## config.mk

```make
export PLATFORM = sky130hd
export DESIGN_NAME = pattern_scan_ctrl
export DESIGN_NICKNAME = d
export VERILOG_FILES = /design/src/rtl/pattern_scan_ctrl_pkg.sv /design/src/rtl/pattern_match_unit.sv /design/src/rtl/pattern_scan_ctrl.sv
export SDC_FILE = /design/constraint.sdc
export NUM_CORES = 1
export LEC_CHECK = 0
export ABC_AREA = 1
export CAP_MARGIN = 30
export CORE_MARGIN = 3
export CORE_UTILIZATION = 50
export CTS_CLUSTER_DIAMETER = 200
export DETAILED_ROUTE_END_ITERATION = 10
export HOLD_SLACK_MARGIN = 0.15
export PLACE_DENSITY = 0.72
export SYNTH_ARGS = -nofsm -noshare
export SYNTH_HDL_FRONTEND = slang
export SYNTH_SLANG_ARGS = --single-unit
export TNS_END_PERCENT = 30
```

## constraint.sdc

```tcl
create_clock -name clk -period 3.45 [get_ports clk]
set_clock_uncertainty 0.15 [all_clocks]
set_input_delay 0.345 -clock clk [delete_from_list [all_inputs] [get_ports clk]]
set_output_delay 0.345 -clock clk [all_outputs]
set_load 0.005 [all_outputs]
```

## src/rtl/pattern_scan_ctrl_pkg.sv

```systemverilog
// Shared state type and default address map for the pattern scan controller.
package pattern_scan_ctrl_pkg;

  localparam int unsigned DefNBytes  = 32;
  localparam int unsigned DefPatAddr = 32;
  localparam int unsigned DefResAddr = 33;

  typedef enum logic [2:0] {
    StIdle,
    StRdPat,
    StScan,
    StWr0,
    StWr1,
    StWr2,
    StDone
  } state_e;

endpackage

```

## src/rtl/pattern_match_unit.sv

```systemverilog
// Counts 5-bit pattern matches in a 12-bit window: {previous byte low nibble, current byte}.
module pattern_match_unit (
  input  logic [11:0] window_i,
  input  logic [4:0]  pattern_i,
  output logic [2:0]  in_cnt_o,
  output logic        any_match_o,
  output logic [2:0]  straddle_cnt_o
);

  always_comb begin
    in_cnt_o       = '0;
    straddle_cnt_o = '0;
    for (int i = 0; i < 4; i++) begin
      if (window_i[i +: 5] == pattern_i) in_cnt_o = in_cnt_o + 3'd1;
      // Windows starting in the carried nibble straddle the byte boundary
      if (window_i[i + 4 +: 5] == pattern_i) straddle_cnt_o = straddle_cnt_o + 3'd1;
    end
    any_match_o = (in_cnt_o != 3'd0);
  end

endmodule

```

## src/rtl/pattern_scan_ctrl.sv

```systemverilog
// Scans N_BYTES message bytes for a 5-bit pattern and writes three match counts back to memory.
// Build option: define PSCAN_CYCLE_CNT_EN to add the 16-bit cycle_cnt output.
module pattern_scan_ctrl
  import pattern_scan_ctrl_pkg::*;
#(
  parameter int unsigned N_BYTES  = DefNBytes,
  parameter int unsigned PAT_ADDR = DefPatAddr,
  parameter int unsigned RES_ADDR = DefResAddr
) (
  input  logic        clk,
  input  logic        reset,
  input  logic        start,
  output logic        done,
  output logic        busy,
  output logic [7:0]  mem_addr,
  output logic        mem_rd_en,
  input  logic [7:0]  mem_rd_data,
  output logic        mem_wr_en,
  output logic [7:0]  mem_wr_data
`ifdef PSCAN_CYCLE_CNT_EN
  ,
  output logic [15:0] cycle_cnt
`endif
);

  localparam logic [7:0] LastK   = 8'(N_BYTES);
  localparam logic [7:0] PatAddr = 8'(PAT_ADDR);
  localparam logic [7:0] ResAddr = 8'(RES_ADDR);

  state_e     state_q;
  logic [7:0] k_q;
  logic [4:0] pat_q;
  logic [3:0] carry_q;
  logic [7:0] ctb_q, cto_q, cts_q;
  logic [7:0] ctb_d, cto_d, cts_d;
  logic [2:0] in_cnt, straddle_cnt;
  logic       any_match;

  pattern_match_unit u_match (
    .window_i       ({carry_q, mem_rd_data}),
    .pattern_i      (pat_q),
    .in_cnt_o       (in_cnt),
    .any_match_o    (any_match),
    .straddle_cnt_o (straddle_cnt)
  );

  always_comb begin
    ctb_d = ctb_q + {5'd0, in_cnt};
    cto_d = cto_q + {7'd0, any_match};
    cts_d = cts_q + {5'd0, in_cnt};
    // Byte 0 has no predecessor, so its straddle windows do not exist
    if (k_q >= 8'd2) cts_d = cts_d + {5'd0, straddle_cnt};
  end

  always_ff @(posedge clk) begin
    if (!reset) begin
      state_q     <= StIdle;
      k_q         <= '0;
      pat_q       <= '0;
      carry_q     <= '0;
      ctb_q       <= '0;
      cto_q       <= '0;
      cts_q       <= '0;
      done        <= 1'b0;
      busy        <= 1'b0;
      mem_addr    <= '0;
      mem_rd_en   <= 1'b0;
      mem_wr_en   <= 1'b0;
      mem_wr_data <= '0;
    end else begin
      unique case (state_q)
        StIdle, StDone: begin
          if (start) begin
            state_q   <= StRdPat;
            k_q       <= '0;
            carry_q   <= '0;
            ctb_q     <= '0;
            cto_q     <= '0;
            cts_q     <= '0;
            done      <= 1'b0;
            busy      <= 1'b1;
            mem_addr  <= PatAddr;
            mem_rd_en <= 1'b1;
          end
        end
        StRdPat: begin
          state_q   <= StScan;
          k_q       <= '0;
          mem_addr  <= '0;
          mem_rd_en <= 1'b1;
        end
        StScan: begin
          // Read data in cycle k belongs to the address issued in cycle k-1
          if (k_q == 8'd0) begin
            pat_q <= mem_rd_data[7:3];
          end else begin
            ctb_q   <= ctb_d;
            cto_q   <= cto_d;
            cts_q   <= cts_d;
            carry_q <= mem_rd_data[3:0];
          end
          if (k_q == LastK) begin
            state_q     <= StWr0;
            mem_rd_en   <= 1'b0;
            mem_wr_en   <= 1'b1;
            mem_addr    <= ResAddr;
            mem_wr_data <= ctb_d;
          end else begin
            k_q <= k_q + 8'd1;
            if (k_q + 8'd1 < LastK) mem_addr <= k_q + 8'd1;
            else                    mem_rd_en <= 1'b0;
          end
        end
        StWr0: begin
          state_q     <= StWr1;
          mem_addr    <= ResAddr + 8'd1;
          mem_wr_data <= cto_q;
        end
        StWr1: begin
          state_q     <= StWr2;
          mem_addr    <= ResAddr + 8'd2;
          mem_wr_data <= cts_q;
        end
        StWr2: begin
          state_q     <= StDone;
          mem_wr_en   <= 1'b0;
          mem_addr    <= '0;
          mem_wr_data <= '0;
          busy        <= 1'b0;
          done        <= 1'b1;
        end
        default: state_q <= StIdle;
      endcase
    end
  end

`ifdef PSCAN_CYCLE_CNT_EN
  logic [15:0] cycle_cnt_q;

  // Counts the edges from the accepted start up to the last result write
  always_ff @(posedge clk) begin
    if (!reset) begin
      cycle_cnt_q <= '0;
    end else if ((state_q == StIdle || state_q == StDone) && start) begin
      cycle_cnt_q <= '0;
    end else if (busy && state_q != StWr2) begin
      cycle_cnt_q <= cycle_cnt_q + 16'd1;
    end
  end

  assign cycle_cnt = cycle_cnt_q;
`endif

endmodule
```

==> flow_metrics.tcl <==
set metrics [dict create \
    cp.required_ps 3520 \
    synth_fa_ha_area_share_pct 7.08 \
    critPathArrivalTime_ps 3950 \
    cpPeakStageDelay_ps 470 \
    ff2ff_path_depth 21 \
    grt_use_met2_pct 39.2 \
    synth_simple_gate_area_share_pct 32.7 \
    cts-root-buf "clkbuf_8" \
    end_kind "flip-flop" \
    synth_compound_area_share_pct 13.0 \
    netlist.area_leader.share_pct 29.2 \
    setup_viol 14 \
    layout.nets 790 \
    min_period_over_period_pct 112 \
    final_antenna_net_count 0 \
    syn-mean-instance-area_sq_um 6.50 \
    cts_buffer_depth 2 \
    cts_tree "done" \
    maxSlewHeadroom_pct 55.6 \
    grt_max_degree 30 \
    use_met1_pct 31.0 \
    synth_cell_types 42 \
    grtUsageMet3_pct 5.33 \
    ys_ff_latch 64 \
    gp_congestion 0.947 \
    outcome "finished, violations left" \
    core_sq_um 8380 \
    clkSlewWorstSetupHoldPaths_ps 70 \
    holdPathStages 2 \
    cellLeakagePower_nw 2.52 \
    hp-class "reg2reg" \
    tightest_slew_ps 666 \
    ir_drop_v 0.000526 \
    synthXorXnorAreaFrac_pct 6.99 \
    ys_top_cells_by_area "dfxtp_1 (29%), nand2_1 (15%), inv_1 (7.5%)" \
    synth-main-ff-cell "dfxtp_1" \
    layout_commonest_cell "nand2_1" \
    grt_pass1_wl_microns 19500 \
    hpwlAfterDp_microns 8240 \
    crit_type "reg2reg" \
    die_h_microns 99.6 \
    rsz0062_at_grt "true" \
    yosysWarnings 0 \
    hold_ws_ps 294 \
    syn-num-nets 708 \
    period_needed_ps 3880 \
    postSynthCellCount 674 \
    synthArstFlopShare_pct 0 \
    path_cells "inv_4 > nor2_4 > nor2_2 > nand4_1 > nor3_2 > ha_1 > inv_1 > nand2_1 > nand2_1 > inv_1 > ha_1 > or2_4 > o21ai_4 > fa_2 > inv_2 > buf_6 > fa_2 > nor2_1 > a21oi_1 > a22oi_1 > nor2_1" \
    finalHoldViolations 0 \
    layout_common_cells "nand2_1 (164), inv_1 (83), nor2_1 (62), dfxtp_1 (62), buf_4 (62)" \
    grt_pass1_vias 4387 \
    crit_slowest_cell "fa_2" \
    ys_seq_area_share_pct 29.2 \
    grt.busiest_layer "met2" \
    track_usage_pct 24.0 \
    routed-via-count 4564 \
    power.density_nw_per_um2 611 \
    clock-sinks 64 \
    synth_top_cell_by_area "dfxtp_1" \
    synth_edf_count 0 \
    drv_slew 0 \
    ioPinCount 31 \
    first_iter_violations 188 \
    fmax_mhz 258 \
    worstPathMaxFanout 4 \
    die_w_microns 99.6 \
    holdBufCountCts 0 \
    syn_to_final_growth_pct 30.4 \
    core.rowCount 33 \
    firstDrtPassIters 5 \
    dp_slack_ps -930 \
    routed_wl_microns 11800 \
    fin_ws_ps -429 \
    antenna_cells 0 \
    insertion_delay_ps 340 \
    synth_top_family_by_area "simple AND/OR/NAND/NOR gates" \
    synth_area_sq_um 4380 \
    htree_levels 3 \
    violations "setup timing" \
    drc_errors 0 \
    overflow 0 \
    cp-start-kind "flip-flop" \
    antenna_found_initial 0 \
    avgViaCountPerCell 5.27 \
    start_util_pct 52.3 \
    drv_cap 0 \
    muxShareOfSynthArea_pct 0 \
    cts_buffers 9 \
    drive_gt1_share_pct 21.3 \
    utilization_pct 68.2 \
    die_area_sq_um 9930 \
    wire_per_inst_microns 13.6 \
    port_buffers 30 \
]
area by class of cell:
class	count	area, sq um
sequential	64	1290
timing repair buffer	94	781
fill	692	2670
multi-input combinational	494	2940
tap	105	131
clock inverter	5	80.1
clock buffer	11	141
inverter	93	352
worst paths after layout:
check / from / endpoint / slack (ps)
min: mem_addr[6] / mem_addr[6] / 290
max reg2reg: pat_q[2] / cts_q[1] / -430
max: pat_q[2] / cts_q[1] / -430
min reg2reg: mem_addr[6] / mem_addr[6] / 290
what timing repair did:
item / CTS / global route
gates resized for setup: 35 / 45
pin swaps: 23 / 39
setup buffers: 5 / 4
setup endpoints to repair: 21 / 28
state kept, by name, indices dropped and copies added (netlist names), 4 cells and up:
register / count
cto_q: 8
mem_addr: 8
pat_q: 5
cts_q: 8
ctb_q: 8
mem_wr_data: 8
k_q: 8
carry_q: 4
Yosys cell counts (3+ instances only):
master / count
clkbuf_1: 7
fa_1: 3
ha_1: 20
inv_2: 5
buf_2: 7
buf_4: 6
nor2_2: 5
nand2_1: 171
o21ai_0: 23
a21oi_1: 60
o22ai_1: 5
or2_2: 4
nor4_1: 5
xor2_1: 16
nor2_1: 72
nor3_1: 4
dfxtp_1: 64
nand3_1: 45
a22oi_1: 5
nand4_1: 11
xnor2_1: 19
o21ai_1: 5
inv_1: 88
where the power goes:
part | internal (mW) | switching [mW] | leakage [nW]
sequential | 0.875 | 0.124 | 0.520
clock | 0.426 | 0.305 | 0.106
combinational | 0.722 | 1.04 | 1.89
total | 2.02 | 1.47 | 2.52
critical path: cells and delay by family, from the launching register on:
| kind | cells | cell delay [ps] |
|---|---|---|
| buffers and inverters | 5 | 390 |
| DFF | 1 | 380 |
| AOI/OAI and AO/OA | 3 | 360 |
| and+or+nand+nor | 9 | 1020 |
| adders and majority gates | 4 | 1470 |
through the flow:
| stage | setup TNS, ps | total power [mW] | cell area (sq um) | std cells |
|---|---|---|---|---|
| after global placement | -12410 | 2.59 | 5140 | 843 |
| after CTS | -2870 | 3.42 | 5510 | 863 |
| final | -3300 | 3.49 | 5720 | 866 |
| after floorplan | -776 | 2.13 | 4450 | 674 |
| after global routing | -7840 | 3.75 | 5720 | 866 |
| after detailed placement | -14970 | 2.63 | 5140 | 843 |
routing by layer:
metal	share of wire [%]	vias to the layer above
met5	0	-
met4	1.7	0
met3	4.6	19
met2	48	129
met1	46	2096
li1	-	2320
kinds of logic (layout without fill, tap and decap cells):
group	after synthesis	after routing
and+or+nand+nor	330	330
xor gates and xnor gates	35	35
buffers and inverters	116	203
DFF	64	64
AOI/OAI and AO/OA	106	106
adders and majority gates	23	23
(Power assumes the default switching activity.)
